File: src/rtl/alu_seq_pkg.sv
// rtl/alu_seq_pkg.sv - shared opcode and state encodings for alu_seq
package alu_seq_pkg;

  // Operation select encodings
  localparam logic [2:0] OP_ADD = 3'b000;
  localparam logic [2:0] OP_SUB = 3'b001;
  localparam logic [2:0] OP_AND = 3'b010;
  localparam logic [2:0] OP_OR  = 3'b011;
  localparam logic [2:0] OP_XOR = 3'b100;
  localparam logic [2:0] OP_SHL = 3'b101;
  localparam logic [2:0] OP_SHR = 3'b110;
  localparam logic [2:0] OP_MUL = 3'b111;

  // Handshake FSM states
  typedef enum logic [1:0] {
    S_IDLE = 2'd0,
    S_MUL  = 2'd1,
    S_DONE = 2'd2
  } state_e;

endpackage

File: src/rtl/alu_mul_iter.sv
// rtl/alu_mul_iter.sv - iterative shift-add multiplier, one multiplier bit per cycle
module alu_mul_iter #(
  parameter int WIDTH = 20
) (
  input  logic               clk,
  input  logic               reset,
  input  logic               start,
  input  logic [WIDTH-1:0]   a,
  input  logic [WIDTH-1:0]   b,
  output logic               done,
  output logic [2*WIDTH-1:0] product
);

  localparam int CNT_W = $clog2(WIDTH) + 1;

  logic [2*WIDTH-1:0] mcand_q;
  logic [WIDTH-1:0]   mplier_q;
  logic [2*WIDTH-1:0] acc_q;
  logic [CNT_W-1:0]   cnt_q;
  logic               busy_q;
  logic               done_q;

  // Load operands on start, then add the shifted multiplicand for each set multiplier bit
  always_ff @(posedge clk) begin
    if (reset) begin
      mcand_q  <= '0;
      mplier_q <= '0;
      acc_q    <= '0;
      cnt_q    <= '0;
      busy_q   <= 1'b0;
      done_q   <= 1'b0;
    end else if (start) begin
      mcand_q  <= {{WIDTH{1'b0}}, a};
      mplier_q <= b;
      acc_q    <= '0;
      cnt_q    <= '0;
      busy_q   <= 1'b1;
      done_q   <= 1'b0;
    end else if (busy_q) begin
      if (mplier_q[0]) begin
        acc_q <= acc_q + mcand_q;
      end
      mcand_q  <= mcand_q << 1;
      mplier_q <= mplier_q >> 1;
      cnt_q    <= cnt_q + 1'b1;
      // Last iteration: the accumulator holds the full product on the next cycle
      if (cnt_q == CNT_W'(WIDTH - 1)) begin
        busy_q <= 1'b0;
        done_q <= 1'b1;
      end
    end else begin
      done_q <= 1'b0;
    end
  end

  assign done    = done_q;
  assign product = acc_q;

endmodule

File: src/rtl/alu_seq.sv
// rtl/alu_seq.sv - handshaked ALU with status flags and iterative multiply
import alu_seq_pkg::*;

module alu_seq #(
  parameter int WIDTH = 20
) (
  input  logic             clk,
  input  logic             reset,
  input  logic             in_valid,
  output logic             in_ready,
  input  logic [WIDTH-1:0] in1,
  input  logic [WIDTH-1:0] in2,
  input  logic [2:0]       opCode,
  output logic             out_valid,
  input  logic             out_ready,
  output logic [WIDTH-1:0] result,
  output logic             EqualFlag,
  output logic             ZeroFlag,
  output logic             CarryFlag,
  output logic             OverflowFlag
);

  state_e             state_q;
  logic [WIDTH-1:0]   result_q;
  logic               equal_q;
  logic               zero_q;
  logic               carry_q;
  logic               ovf_q;

  logic [WIDTH-1:0]   result_d;
  logic               carry_d;
  logic               ovf_d;
  logic [WIDTH:0]     add_w;
  logic [WIDTH:0]     sub_w;

  logic               accept;
  logic               mul_start;
  logic               mul_done;
  logic [2*WIDTH-1:0] mul_product;

  assign accept    = (state_q == S_IDLE) && in_valid;
  assign mul_start = accept && (opCode == OP_MUL);

  alu_mul_iter #(.WIDTH(WIDTH)) u_mul (
    .clk     (clk),
    .reset   (reset),
    .start   (mul_start),
    .a       (in1),
    .b       (in2),
    .done    (mul_done),
    .product (mul_product)
  );

  // Single-cycle operations and their carry/overflow, evaluated on the live inputs at accept
  always_comb begin
    result_d = '0;
    carry_d  = 1'b0;
    ovf_d    = 1'b0;
    add_w    = {1'b0, in1} + {1'b0, in2};
    sub_w    = {1'b0, in1} - {1'b0, in2};
    case (opCode)
      OP_ADD: begin
        result_d = add_w[WIDTH-1:0];
        carry_d  = add_w[WIDTH];
        ovf_d    = (in1[WIDTH-1] == in2[WIDTH-1]) && (add_w[WIDTH-1] != in1[WIDTH-1]);
      end
      OP_SUB: begin
        result_d = sub_w[WIDTH-1:0];
        carry_d  = sub_w[WIDTH];
        ovf_d    = (in1[WIDTH-1] != in2[WIDTH-1]) && (sub_w[WIDTH-1] != in1[WIDTH-1]);
      end
      OP_AND: result_d = in1 & in2;
      OP_OR:  result_d = in1 | in2;
      OP_XOR: result_d = in1 ^ in2;
      OP_SHL: result_d = (in2 >= WIDTH'(WIDTH)) ? '0 : (in1 << in2);
      OP_SHR: result_d = (in2 >= WIDTH'(WIDTH)) ? '0 : (in1 >> in2);
      default: result_d = '0;
    endcase
  end

  // Handshake FSM with registered result and flags held until the consumer takes them
  always_ff @(posedge clk) begin
    if (reset) begin
      state_q  <= S_IDLE;
      result_q <= '0;
      equal_q  <= 1'b0;
      zero_q   <= 1'b0;
      carry_q  <= 1'b0;
      ovf_q    <= 1'b0;
    end else begin
      case (state_q)
        S_IDLE: begin
          if (in_valid) begin
            equal_q <= (in1 == in2);
            if (opCode == OP_MUL) begin
              state_q <= S_MUL;
            end else begin
              result_q <= result_d;
              zero_q   <= (result_d == '0);
              carry_q  <= carry_d;
              ovf_q    <= ovf_d;
              state_q  <= S_DONE;
            end
          end
        end
        S_MUL: begin
          if (mul_done) begin
            result_q <= mul_product[WIDTH-1:0];
            zero_q   <= (mul_product[WIDTH-1:0] == '0);
            carry_q  <= 1'b0;
            ovf_q    <= |mul_product[2*WIDTH-1:WIDTH];
            state_q  <= S_DONE;
          end
        end
        S_DONE: begin
          if (out_ready) begin
            state_q <= S_IDLE;
          end
        end
        default: state_q <= S_IDLE;
      endcase
    end
  end

  assign in_ready     = (state_q == S_IDLE);
  assign out_valid    = (state_q == S_DONE);
  assign result       = result_q;
  assign EqualFlag    = equal_q;
  assign ZeroFlag     = zero_q;
  assign CarryFlag    = carry_q;
  assign OverflowFlag = ovf_q;

endmodule

File: config.mk
export PLATFORM = sky130hd
export DESIGN_NAME = alu_seq
export DESIGN_NICKNAME = d
export VERILOG_FILES = /design/src/rtl/alu_seq_pkg.sv /design/src/rtl/alu_mul_iter.sv /design/src/rtl/alu_seq.sv
export SDC_FILE = /design/constraint.sdc
export NUM_CORES = 1
export LEC_CHECK = 0
export BUFFER_PORTS_ARGS = -buffer_cell sky130_fd_sc_hd__buf_2
export CAP_MARGIN = 20
export CORE_AREA = 2 2 187 189
export DETAILED_ROUTE_END_ITERATION = 7
export DIE_AREA = 0 0 189 191
export PLACE_DENSITY_LB_ADDON = 0.05
export SYNTH_ARGS = -nofsm -noshare
export SYNTH_HDL_FRONTEND = slang
export SYNTH_SLANG_ARGS = --single-unit
export TNS_END_PERCENT = 1
File: constraint.sdc
create_clock -name clk -period 5.5 [get_ports clk]
set_clock_uncertainty 0.15 [all_clocks]
set_input_delay 1.1 -clock clk [delete_from_list [all_inputs] [get_ports clk]]
set_output_delay 1.1 -clock clk [all_outputs]
set_load 0.02 [all_outputs]
* Word level (Yosys, flattened, before mapping)
Index checks and enable logic that the tools add are counted.
Widths: inputs -> output; s select.
** Cells by class
- Add/sub/neg operators :: 4
- Magnitude comparators :: 1
- Equal/unequal tests :: 19
- Shift operators :: 2
- Multiplexer cells :: 33
- Bitwise gates (word level) :: 4
- Reductions and logical operators :: 17
** Operators by type and width (count)
- $mux 20 :: 9
- $pmux 20 s7 :: 1
- $add 40x40->40 :: 1
- $logic_not 20->1 :: 2
- $pmux 20 s2 :: 1
- $add 20x20->21 :: 1
- $sub 20x20->21 :: 1
- $and 20x20->20 :: 1
- $eq 20x20->1 :: 1
- $ge 20x5->1 const B :: 1
- $or 20x20->20 :: 1
- $reduce_or 20->1 :: 1
- $shl 20x20->20 :: 1
- $shr 20x20->20 :: 1
- $xor 20x20->20 :: 1
- $eq 3x3->1 const B :: 4
- $mux 1 :: 12
- $pmux 1 s2 :: 5
- $mux 2 :: 4
- $add 6x1->6 const B :: 1
- $eq 3x2->1 const B :: 2
- $eq 6x5->1 const B :: 1
- $pmux 2 s3 :: 1
- $logic_and 1x1->1 :: 4
- 16 further kinds :: 22
** Word-level totals
- Bits in registers :: 134
- Input bits :: 47
- Output and inout bits :: 26
- Logic and storage cells :: 93

* Depth between registers and ports, before layout
Gate-level depths: netlist of the first run.
- Depth in word-level cells :: 7
- Gate-level depth with buffers :: 16
- Depth with buffers taken out :: 14

* By module
From an unflattened synthesis of the first run, not the netlist that was laid out.
** Second synthesis, totals
- Cell total of the unflattened synthesis :: 1759
- Area, all modules :: 13299.0 um^2
** By module, submodules not included
- alu_seq :: instances 1, cells an instance 975, area each 7063.0 um^2, seq. area each 520.5 um^2
- alu_mul_iter :: instances 1, cells an instance 784, area each 6236.0 um^2, seq. area each 2162.1 um^2

* Least setup slack after synthesis of the first run
Ideal clock, no wire load.
- Path type :: in2reg
- Start :: input in2[2]
- End :: register zero_q (netlist: ZeroFlag)
- Library setup time :: 0.087 ns
- Arrival time :: 5.173 ns
- Data required time :: 5.263 ns
- Path slack :: 0.090 ns
- Stages :: 16
- Path buffers :: 4
- Path through :: clkbuf_1 -> inv_2 -> buf_1 -> clkbuf_1 -> ha_1 -> clkbuf_1 -> nor2b_1 -> o21ai_1 -> a311oi_2 -> o21ai_0 -> and3_1 -> or3_1 -> a21o_1 -> or4_1 -> or4_1 -> o31ai_1
** On the way
- Cells in the longest elaborated chain, start to end :: 7
- Elaborated cells between the ends (all ways) :: 15
- Classes of those cells :: 2 x add/sub; 1 x order compare; 2 x shift; 6 x mux; 3 x bitwise; 1 x reduce/logical
** RTL lines
- start, declared :: RTL line alu_seq.sv:12 : input logic [WIDTH-1:0] in2,
- $ge 20x5->1, or another cell as far along :: RTL line alu_seq.sv:75, alu_seq.sv:76
- $mux 20, on equally long branches :: RTL line alu_seq.sv:76, alu_seq.sv:75
- $pmux 20 s7 * :: RTL line alu_seq.sv:61 : case (opCode)
- $logic_not 20->1 * :: RTL line alu_seq.sv:99 : zero_q <= (result_d == '0);
- $mux 1 * :: RTL line alu_seq.sv:95 : if (opCode == OP_MUL) begin
- $mux 1 * :: RTL line alu_seq.sv:93 : if (in_valid) begin
- $pmux 1 s2 * :: RTL line alu_seq.sv:91 : case (state_q)
- end signal, assigned :: RTL line alu_seq.sv:99
- end signal, assigned :: RTL line alu_seq.sv:109 : zero_q <= (mul_product[WIDTH-1:0] == '0);
- end, declared :: RTL line alu_seq.sv:26 : logic zero_q;
Every way passes the cells marked *; elsewhere a longest branch is shown, timed or not. The select of a mux whose other input is x is not followed.
A chain may end at the register's enable or synchronous reset.

* Worst setup path after layout of the first run
- Start :: input in2[0]
- End :: register zero_q (netlist: ZeroFlag)
Same word-level chain as after synthesis.

==> out/qor.txt, run 1 <==
status = completed
Setup TNS Final = 0 ns
gr usage total = 26.4%
CTS Buf Count = 17
Non-Filler Instances = 2106
Fin. Hold Viols = 0
RSZ-0062 raised after global routing = false
Placed Cells = 2074
Synth Net Count = 1757
Worst EP required = 5.69 ns
WP buf/inv = 2
period utilisation layout = 85.7%
DPL Wire Length = 35800 µm
Highest Clock Rate = 0.212 GHz
starting density of the core = 35.6%
Synthesis Warnings = 0
# setup viols final = 0
Seq/Total Area, Yosys = 22.1%
Post-CTS Hold Buffers = 0
Hold Startpoint = result[9]$_SDFFE_PP0P_
Avg Cell Area, Syn = 7.56 µm²
Hold Path End = result[9]$_SDFFE_PP0P_
Die X = 189 µm
gr ovfl total = 0
synthesized cell area = 12100 µm²
async set-or-reset flop fraction in the synthesized netlist = 0%
# diodes = 0
DRC violation count after routing = 0
pins over their slew limit = 0
CP startpoint = in2[0]
Placeable Area = 34100 µm²
Core Util, Final = 40.1%
Worst R2R Path Depth = 13
# rows = 68
pre-CTS WS = 0.388 ns
Slowest Stage Delay on Critical Path = 0.53 ns
DRT iter0 DRCs = 1120
most common cell after layout, fill and taps aside = nor2_1
critical-path maximum fanout = 13
WP data arrival = 4.91 ns
Crit path max-delay family = simple AND/OR/NAND/NOR gates
Post-CTS Setup Bufs = 0
Routability Congestion = 0.935
share of post-route cells with drive strength above 1 = 11.4%
pwr/cell area = 224 nW/µm²
length of the first detailed-routing pass in iterations = 5
PortBufs = 72
via count of the first global-routing pass = 11800
max-cap viol count = 0
Worst setup EP type = flip-flop
insertion delay to the later sink of the worst-skew pair = 0.44 ns
number of synthesized flops with an enable pin = 0
global-route wire length before repair = 72700 µm
Num Clock Sinks = 134
distinct cell type count after synthesis = 74
CTS resizes = 0
H-tree depth = 4
Max stage delay cell, worst path = or4_1
Cells after Synth = 1607
initial antenna violation count = 0
Layout area overhead = 12.8%
nets@finish = 1788
largest net degree at the start of global routing = 81
relative slew slack = 22.2%
Die H = 191 µm
most used cell, CP = or4_1
DR vias = 12200
Die ar. = 36100 µm²
Max VDD drop = 227 µV
r2r startpoint = u_mul.product[0]$_SDFFE_PP0P_
HP Class = reg -> reg
Synth Register Bits = 134
P_leak = 5.56 nW
root buffer cell = clkbuf_16
worst path cell trace = buf_2, ha_1, inv_1, fa_1, nor2b_1, o21ai_1, a311oi_2, o21ai_0, a21oi_1, or3_1, a21o_1, or4_1, or4_1, o31ai_1
Top FF cell, synth = dfxtp_1
final worst slack = 0.784 ns
Worst-path clk slew = 0.06 ns
crit path time final = 4.72 ns
DRT Wirelength = 47400 µm
I/O pins = 73
commonest non-fill, non-tap cells in the layout = 177 x nor2_1, 170 x nand2_1, 161 x a21oi_1, 133 x dfxtp_1, 100 x ha_1
power consumption = 3.07 mW
Clock Tree Buf Depth = 2
r2r setup slk = 1.92 ns
Worst Max-Slew Pin Slew = 1.14 ns
Hold Path Cell Cnt = 2
Reg2Reg Capture Point = u_mul.product[38]$_SDFFE_PP0P_
Post-DRT Antenna Nets = 0
Via density = 5.78
critical path class = in -> reg
CP startpoint kind = primary input
Wirelength per Cell = 22.5 µm
CTS tree = done
## Yosys cell counts, types with 20 or more instances
cell      count  area share, %
a211oi_1     57            3.5
a21o_1       27            1.7
a21oi_1     161            6.6
clkbuf_1     86            2.7
dfxtp_1     134             22
ha_1        100             10
inv_1        73            2.3
mux2i_1      87            7.2
nand2_1     170            5.3
nand3_1      38            1.6
nor2_1      177            5.5
nor3_1       35            1.4
o211ai_1     22            1.4
o21ai_0      85            3.5
xnor2_1      34            2.5
xor2_1       20            1.4
## tightest hold or removal path: cells and delay by family (launching register included)
| family | cells | cell delay [ns] |
|---|---|---|
| and+or+nand+nor | 1 | 0.05 |
| AOI/OAI and AO/OA | 1 | 0.05 |
| DFF | 1 | 0.30 |
## final cells by class
class                   count  area, µm²
fillers                  3593      20400
multi-input cells        1290       8760
flip-flops and latches    134       2690
repair buffers            120        733
well taps                 455        569
clock buffers              22        474
inverters                  75        282
clock inverters            10        190
## layer usage
layer	up-vias	wire length [µm]	track usage [%]
met5	-	0	0
met4	0	1970	11.6
met3	66	2040	3.51
met2	351	22400	44.2
met1	5850	21000	33.8
li1	5903	-	-
## metrics by stage
step                cell area, µm²  hold WS, ns
detailed placement           13000        0.292
finish                       13700        0.296
global placement             13000        0.289
global route                 13700        0.333
floorplan                    12100        0.294
CTS                          13700        0.301
## how the worst max path moves through the flow
stage,endpoint,depth (start not counted),slack [ns]
CTS,ZeroFlag$_SDFFE_PP0P_,14,0.84
floorplan,ZeroFlag$_SDFFE_PP0P_,16,0.09
finish,ZeroFlag$_SDFFE_PP0P_,14,0.78
global placement,ZeroFlag$_SDFFE_PP0P_,14,0.42
detailed placement,ZeroFlag$_SDFFE_PP0P_,14,0.39
global route,ZeroFlag$_SDFFE_PP0P_,14,0.57
## power breakdown
group	total [mW]	internal, mW	switching, mW
Combinational	0.731	0.258	0.473
Clock	1.33	0.846	0.480
Sequential	1.01	0.994	0.0210
## registers in the layout (all words and copies together), names as in the netlist
signal	cells
OverflowFlag	1
CarryFlag	1
u_mul.cnt_q	6
u_mul.busy_q	1
u_mul.product	40
u_mul.done	1
EqualFlag	1
u_mul.mcand_q	40
u_mul.mplier_q	20
ZeroFlag	1
result	20
state_q	2
## kinds of logic after synthesis
| group | Yosys count | share of synthesized area (%) |
|---|---|---|
| AOI/OAI and AO/OA | 485 | 25.6 |
| muxes | 115 | 11.9 |
| and+or+nand+nor | 533 | 19.9 |
| buffers and inverters | 183 | 5.80 |
| xor gates and xnor gates | 54 | 3.90 |
| DFF | 134 | 22.1 |
| adders and majority gates | 103 | 10.8 |
(Power assumes the default switching activity.)
==> run 2, diff against run 1 <==
CORE_AREA = 2 2 205 207   (was 2 2 187 189)
DIE_AREA = 0 0 207 209   (was 0 0 189 191)
==> run 2 against run 1 <==
Against the previous run:
- register-to-register slack worse by 0.27 ns
- non-clock buffer count is 1 lower
- largest cell class unchanged
- cell count is 3.9% higher
- combinational power hardly changed
- maximum frequency is 3.8% lower
- sequential power hardly changed
- via count is 0.56% lower
- clock power is 8% lower
- core utilization is 6.8 points lower
- critical path depth is 1 lower
- die area is 20% higher
- worst setup slack worse by 0.18 ns
==> out/qor.txt, run 2 (synthesized netlist as in run 1, its figures left out) <==
Worst-path clk slew = 0.07 ns (about the same)
Worst R2R Path Depth = 9 (-4)
Die ar. = 43300 µm² (+20%)
DRT iter0 DRCs = 729 (-35%)
global-route wire length before repair = 74700 µm (+2.8%)
Setup TNS Final = 0 ns (unchanged)
final worst slack = 0.599 ns (-0.185 ns)
Crit path depth = 13 (-1)
r2r setup slk = 1.65 ns (-0.27 ns)
critical path class = in -> reg
pins over their slew limit = 0 (unchanged)
Worst EP required = 5.71 ns (+0.02 ns)
Via density = 5.53 (-4.3%)
DRT Wirelength = 49300 µm (+4.0%)
# rows = 75 (+10%)
RSZ-0062 raised after global routing = false
I/O pins = 73 (unchanged)
largest net degree at the start of global routing = 81 (unchanged)
CTS Buf Count = 17 (unchanged)
CP startpoint kind = primary input
CTS resizes = 0 (unchanged)
H-tree depth = 4 (unchanged)
DPL Wire Length = 37700 µm (+5.3%)
Fin. Hold Viols = 0 (unchanged)
Die H = 209 µm (+9.4%)
max-cap viol count = 0 (unchanged)
insertion delay to the later sink of the worst-skew pair = 0.44 ns (about the same)
pwr/cell area = 216 nW/µm² (-3.5%)
Num Clock Sinks = 134 (unchanged)
most common cell after layout, fill and taps aside = nor2_1
HP Class = reg -> reg
Layout area overhead = 13.4%
Reg2Reg Capture Point = ZeroFlag$_SDFFE_PP0P_
length of the first detailed-routing pass in iterations = 5 (unchanged)
Wirelength per Cell = 22.5 µm (about the same)
commonest non-fill, non-tap cells in the layout = 177 x nor2_1, 170 x nand2_1, 161 x a21oi_1, 133 x dfxtp_1, 100 x ha_1
# diodes = 0 (unchanged)
Critical Path Sink = ZeroFlag$_SDFFE_PP0P_
status = completed
DRC violation count after routing = 0 (unchanged)
Post-CTS Hold Buffers = 0 (unchanged)
period utilisation layout = 89.1% (+3.4 points)
initial antenna violation count = 1 (+1)
P_leak = 5.53 nW (-0.45%)
r2r startpoint = state_q[0]$_SDFFE_PP0P_
Max stage delay cell, worst path = a2111oi_0
CP startpoint = in2[4]
via count of the first global-routing pass = 11600 (-1.5%)
Worst setup EP type = flip-flop
WP data arrival = 5.11 ns (+0.20 ns)
gr usage total = 22.5% (-3.9 points)
Hold WS = 0.302 ns (+0.00600 ns)
Worst Max-Slew Pin Slew = 0.990 ns (-0.147 ns)
crit path time final = 4.90 ns (+0.185 ns)
# setup viols final = 0 (unchanged)
gr ovfl total = 0 (unchanged)
worst path cell trace = buf_2, inv_1, ha_1, inv_1, a2111oi_0, a211oi_1, o21ai_0, mux2i_1, xnor2_1, o21ai_0, or4_1, or4_1, o31ai_1
Hold Startpoint = result[15]$_SDFFE_PP0P_
Routability Congestion = 0.899 (-3.8%)
power consumption = 2.98 mW (-3.0%)
Crit path max-delay family = compound AO/OA/AOI/OAI gates
Die X = 207 µm (+9.5%)
WP buf/inv = 3 (+1)
DR vias = 12100 (-0.56%)
Placeable Area = 41300 µm² (+21%)
Max VDD drop = 199 µV (-12%)
share of post-route cells with drive strength above 1 = 11.4% (about the same)
starting density of the core = 29.4% (-6.2 points)
root buffer cell = clkbuf_16
Post-CTS Setup Bufs = 0 (unchanged)
critical-path maximum fanout = 12 (-1)
# fillers = 4531 (+26%)
Clock Tree Buf Depth = 2 (unchanged)
Post-DRT Antenna Nets = 0 (unchanged)
CTS tree = done
Slowest Stage Delay on Critical Path = 0.53 ns (about the same)
nets@finish = 1787 (-0.056%)
relative slew slack = 34.0% (+12 points)
Highest Clock Rate = 0.204 GHz (-3.8%)
PortBufs = 72 (unchanged)
pre-CTS WS = 0.306 ns (-0.0816 ns)
-- run 2: cell count changes in the layout (fill, tap and decap cells not counted), sizes merged --
cell / delta
bufinv: -2
buf: -1
clkinvlp: +3
inv: -1
-- run 2: cell type report --
class,count,area (µm²),share of cell area [%]
Clock buffer,22,484,3.52
Sequential cell,134,2690,19.5
Tap cell,539,674,4.90
Inverter,75,282,2.05
Multi-Input combinational cell,1290,8760,63.6
Clock inverter,10,144,1.05
Timing Repair Buffer,119,738,5.36
-- run 2: worst min-delay path, cell delays in order (launching register included) --
cell	delay, ns
dfxtp_1	0.30
nand2_1	0.05
a21oi_1	0.05
-- run 2: how the worst min path moves through the flow --
| stage | cells past startpoint | endpoint | slack, ns |
|---|---|---|---|
| CTS | 2 | result[9]$_SDFFE_PP0P_ | 0.30 |
| finish | 2 | result[15]$_SDFFE_PP0P_ | 0.30 |
| global placement | 2 | result[11]$_SDFFE_PP0P_ | 0.29 |
| detailed placement | 2 | result[9]$_SDFFE_PP0P_ | 0.30 |
| floorplan | 2 | u_mul.product[29]$_SDFFE_PP0P_ | 0.29 |
| global route | 2 | result[1]$_SDFFE_PP0P_ | 0.32 |
-- run 2: where the power goes --
group	internal (mW)	switching (mW)	total [mW]
clock	0.763	0.467	1.23
combinational	0.258	0.475	0.733
sequential	0.994	0.0225	1.02
-- run 2: per-stage QoR --
step                std cells  util, %  area [µm²]
floorplan                1607        -       12100
global placement         2157     31.8       13100
detailed placement       2157     31.8       13100
CTS                      2189     33.3       13800
global route             2189     33.3       13800
finish                   2189     33.3       13800
-- run 2: per-layer routing --
layer  vias to the layer above  wire (µm)  track usage [%]
li1                       5910          -                -
met4                         0       1510             7.73
met1                      5861      22000             29.1
met2                       280      23900             38.4
met3                        51       1840             2.89
met5                         -          0                0
==> run 3, diff against run 2 <==
CORE_AREA = 2 2 174 244   (was 2 2 205 207)
DIE_AREA = 0 0 176 246   (was 0 0 207 209)
==> run 3 against run 2 <==
Against the previous run:
- sequential share of layout area barely moved
- core utilization is 0.19 points higher
- maximum frequency is 2.3% higher
- first-iteration DRC count is 2.1% lower
- sequential power barely moved
- die area is essentially flat
- register-to-register slack improved by 0.22 ns
- worst setup slack better by 0.11 ns
- global-route usage rose by 1.7 points
- design area about the same
- power decreased by 2.1%
- largest cell class unchanged
==> out/qor.txt, run 3 (synthesized netlist as in run 1, its figures left out) <==
final worst slack = 0.710 ns (+0.111 ns)
Hold Path End = result[1]$_SDFFE_PP0P_
r2r setup slk = 1.87 ns (+0.22 ns)
Setup TNS Final = 0 ns (unchanged)
CTS resizes = 0 (unchanged)
via count of the first global-routing pass = 12300 (+5.7%)
DR vias = 12300 (+1.6%)
initial antenna violation count = 0 (-1)
P_leak = 5.54 nW (+0.26%)
Worst Max-Slew Pin Slew = 0.890 ns (-0.0999 ns)
largest net degree at the start of global routing = 81 (unchanged)
Core Util, Final = 33.5% (+0.19 points)
Worst EP required = 5.71 ns (about the same)
Max VDD drop = 192 µV (-3.3%)
Die X = 176 µm (-15%)
share of post-route cells with drive strength above 1 = 12.0% (+0.65 points)
Non-Filler Instances = 2201 (+0.55%)
DPL Wire Length = 41200 µm (+9.3%)
CTS Buf Count = 17 (unchanged)
# fillers = 4458 (-1.6%)
nets@finish = 1798 (+0.62%)
Fin. Hold Viols = 0 (unchanged)
Worst setup EP type = flip-flop
insertion delay to the later sink of the worst-skew pair = 0.45 ns (about the same)
H-tree depth = 4 (unchanged)
Hold WS = 0.303 ns (+0.000568 ns)
status = completed
Reg2Reg Capture Point = ZeroFlag$_SDFFE_PP0P_
global-route wire length before repair = 78300 µm (+4.8%)
Placeable Area = 41100 µm² (-0.53%)
gr usage total = 24.1% (+1.7 points)
length of the first detailed-routing pass in iterations = 5 (unchanged)
Die ar. = 43300 µm² (about the same)
Post-DRT Antenna Nets = 0 (unchanged)
Hold Path Cell Cnt = 2 (unchanged)
max-cap viol count = 0 (unchanged)
CP startpoint kind = primary input
DRC violation count after routing = 0 (unchanged)
Highest Clock Rate = 0.209 GHz (+2.3%)
root buffer cell = clkbuf_16
DRT Wirelength = 52000 µm (+5.4%)
Clock Tree Buf Depth = 2 (unchanged)
commonest non-fill, non-tap cells in the layout = 177 x nor2_1, 170 x nand2_1, 161 x a21oi_1, 133 x dfxtp_1, 100 x ha_1
period utilisation layout = 87.1% (-2.0 points)
Post-CTS Setup Bufs = 0 (unchanged)
Routability Congestion = 0.939 (+4.5%)
Hold Startpoint = result[1]$_SDFFE_PP0P_
Via density = 5.58 (+1.0%)
I/O pins = 73 (unchanged)
Layout area overhead = 13.4% (about the same)
Post-CTS Hold Buffers = 0 (unchanged)
area occupied by multi-input gates = 8760 µm² (unchanged)
starting density of the core = 29.6% (+0.16 points)
Num Clock Sinks = 134 (unchanged)
crit path time final = 4.79 ns (-0.111 ns)
Placed Cells = 2169 (+0.56%)
# rows = 88 (+17%)
Die H = 246 µm (+18%)
pins over their slew limit = 0 (unchanged)
# diodes = 0 (unchanged)
Wirelength per Cell = 23.6 µm (+4.9%)
gr ovfl total = 0 (unchanged)
CTS tree = done
PortBufs = 72 (unchanged)
WP data arrival = 5.00 ns (-0.11 ns)
sequential cell area = 2690 µm² (unchanged)
Worst-path clk slew = 0.07 ns (about the same)
HP Class = reg -> reg
most common cell after layout, fill and taps aside = nor2_1
critical-path maximum fanout = 15 (+3)
r2r startpoint = state_q[0]$_SDFFE_PP0P_
critical path class = in -> reg
Worst R2R Path Depth = 10 (+1)
relative slew slack = 40.5% (+6.5 points)
pre-CTS WS = 0.481 ns (+0.175 ns)
# setup viols final = 0 (unchanged)
pwr/cell area = 212 nW/µm² (-2.1%)
DRT iter0 DRCs = 714 (-2.1%)
RSZ-0062 raised after global routing = false
[run 3: cell types whose count changed in the layout (fill, tap and decap cells not counted), sizes merged]
cell / before / now
buf: 119 / 130
clkbuf: 22 / 19
bufinv: 3 / 1
clkinvlp: 3 / 5
inv: 75 / 77
clkinv: 4 / 5
[run 3: critical path, stage by stage]
cell and delay [ns]:
buf_2 0.24, buf_4 0.28, mux2_2 0.38, mux2i_1 0.17
a2111oi_0 0.13, nor3_1 0.72, o21ai_1 0.10, or3_1 0.40
a21o_1 0.20, or4_1 0.52, or4_1 0.53, o31ai_1 0.24
[run 3: per-stage QoR]
step | power [mW] | area [µm²]
final | 2.92 | 13800
after global routing | 3.04 | 13800
after CTS | 2.95 | 13800
after detailed placement | 1.79 | 13200
after global placement | 1.80 | 13200
after floorplan | 1.49 | 12100
[run 3: layout make-up]
class,instances,area share (%)
multi-input combinational,1290,63.6
inverter,75,2.04
timing repair buffer,130,5.78
tap,540,4.91
clock buffer,19,3.29
sequential,134,19.5
clock inverter,13,0.881
[run 3: worst max path at each step]
stage                     startpoint                     to  cells after the start
final                         in2[0]  ZeroFlag$_SDFFE_PP0P_                     12
after global routing          in2[0]  ZeroFlag$_SDFFE_PP0P_                     12
after CTS                     in2[0]  ZeroFlag$_SDFFE_PP0P_                     13
after global placement        in2[0]  ZeroFlag$_SDFFE_PP0P_                     13
after floorplan               in2[2]  ZeroFlag$_SDFFE_PP0P_                     16
after detailed placement      in2[0]  ZeroFlag$_SDFFE_PP0P_                     13
[run 3: per-layer routing]
layer  routed length [µm]  GRT usage, %
met1                19700          25.8
met2                27100          44.8
met3                 1660          2.79
met4                 3480          15.1
met5                    0             0
[run 3: power by group]
part           internal (mW)  leakage, nW  switching, mW
sequential             0.994         1.08         0.0237
combinational          0.262         4.19          0.493
clock                  0.649        0.268          0.496
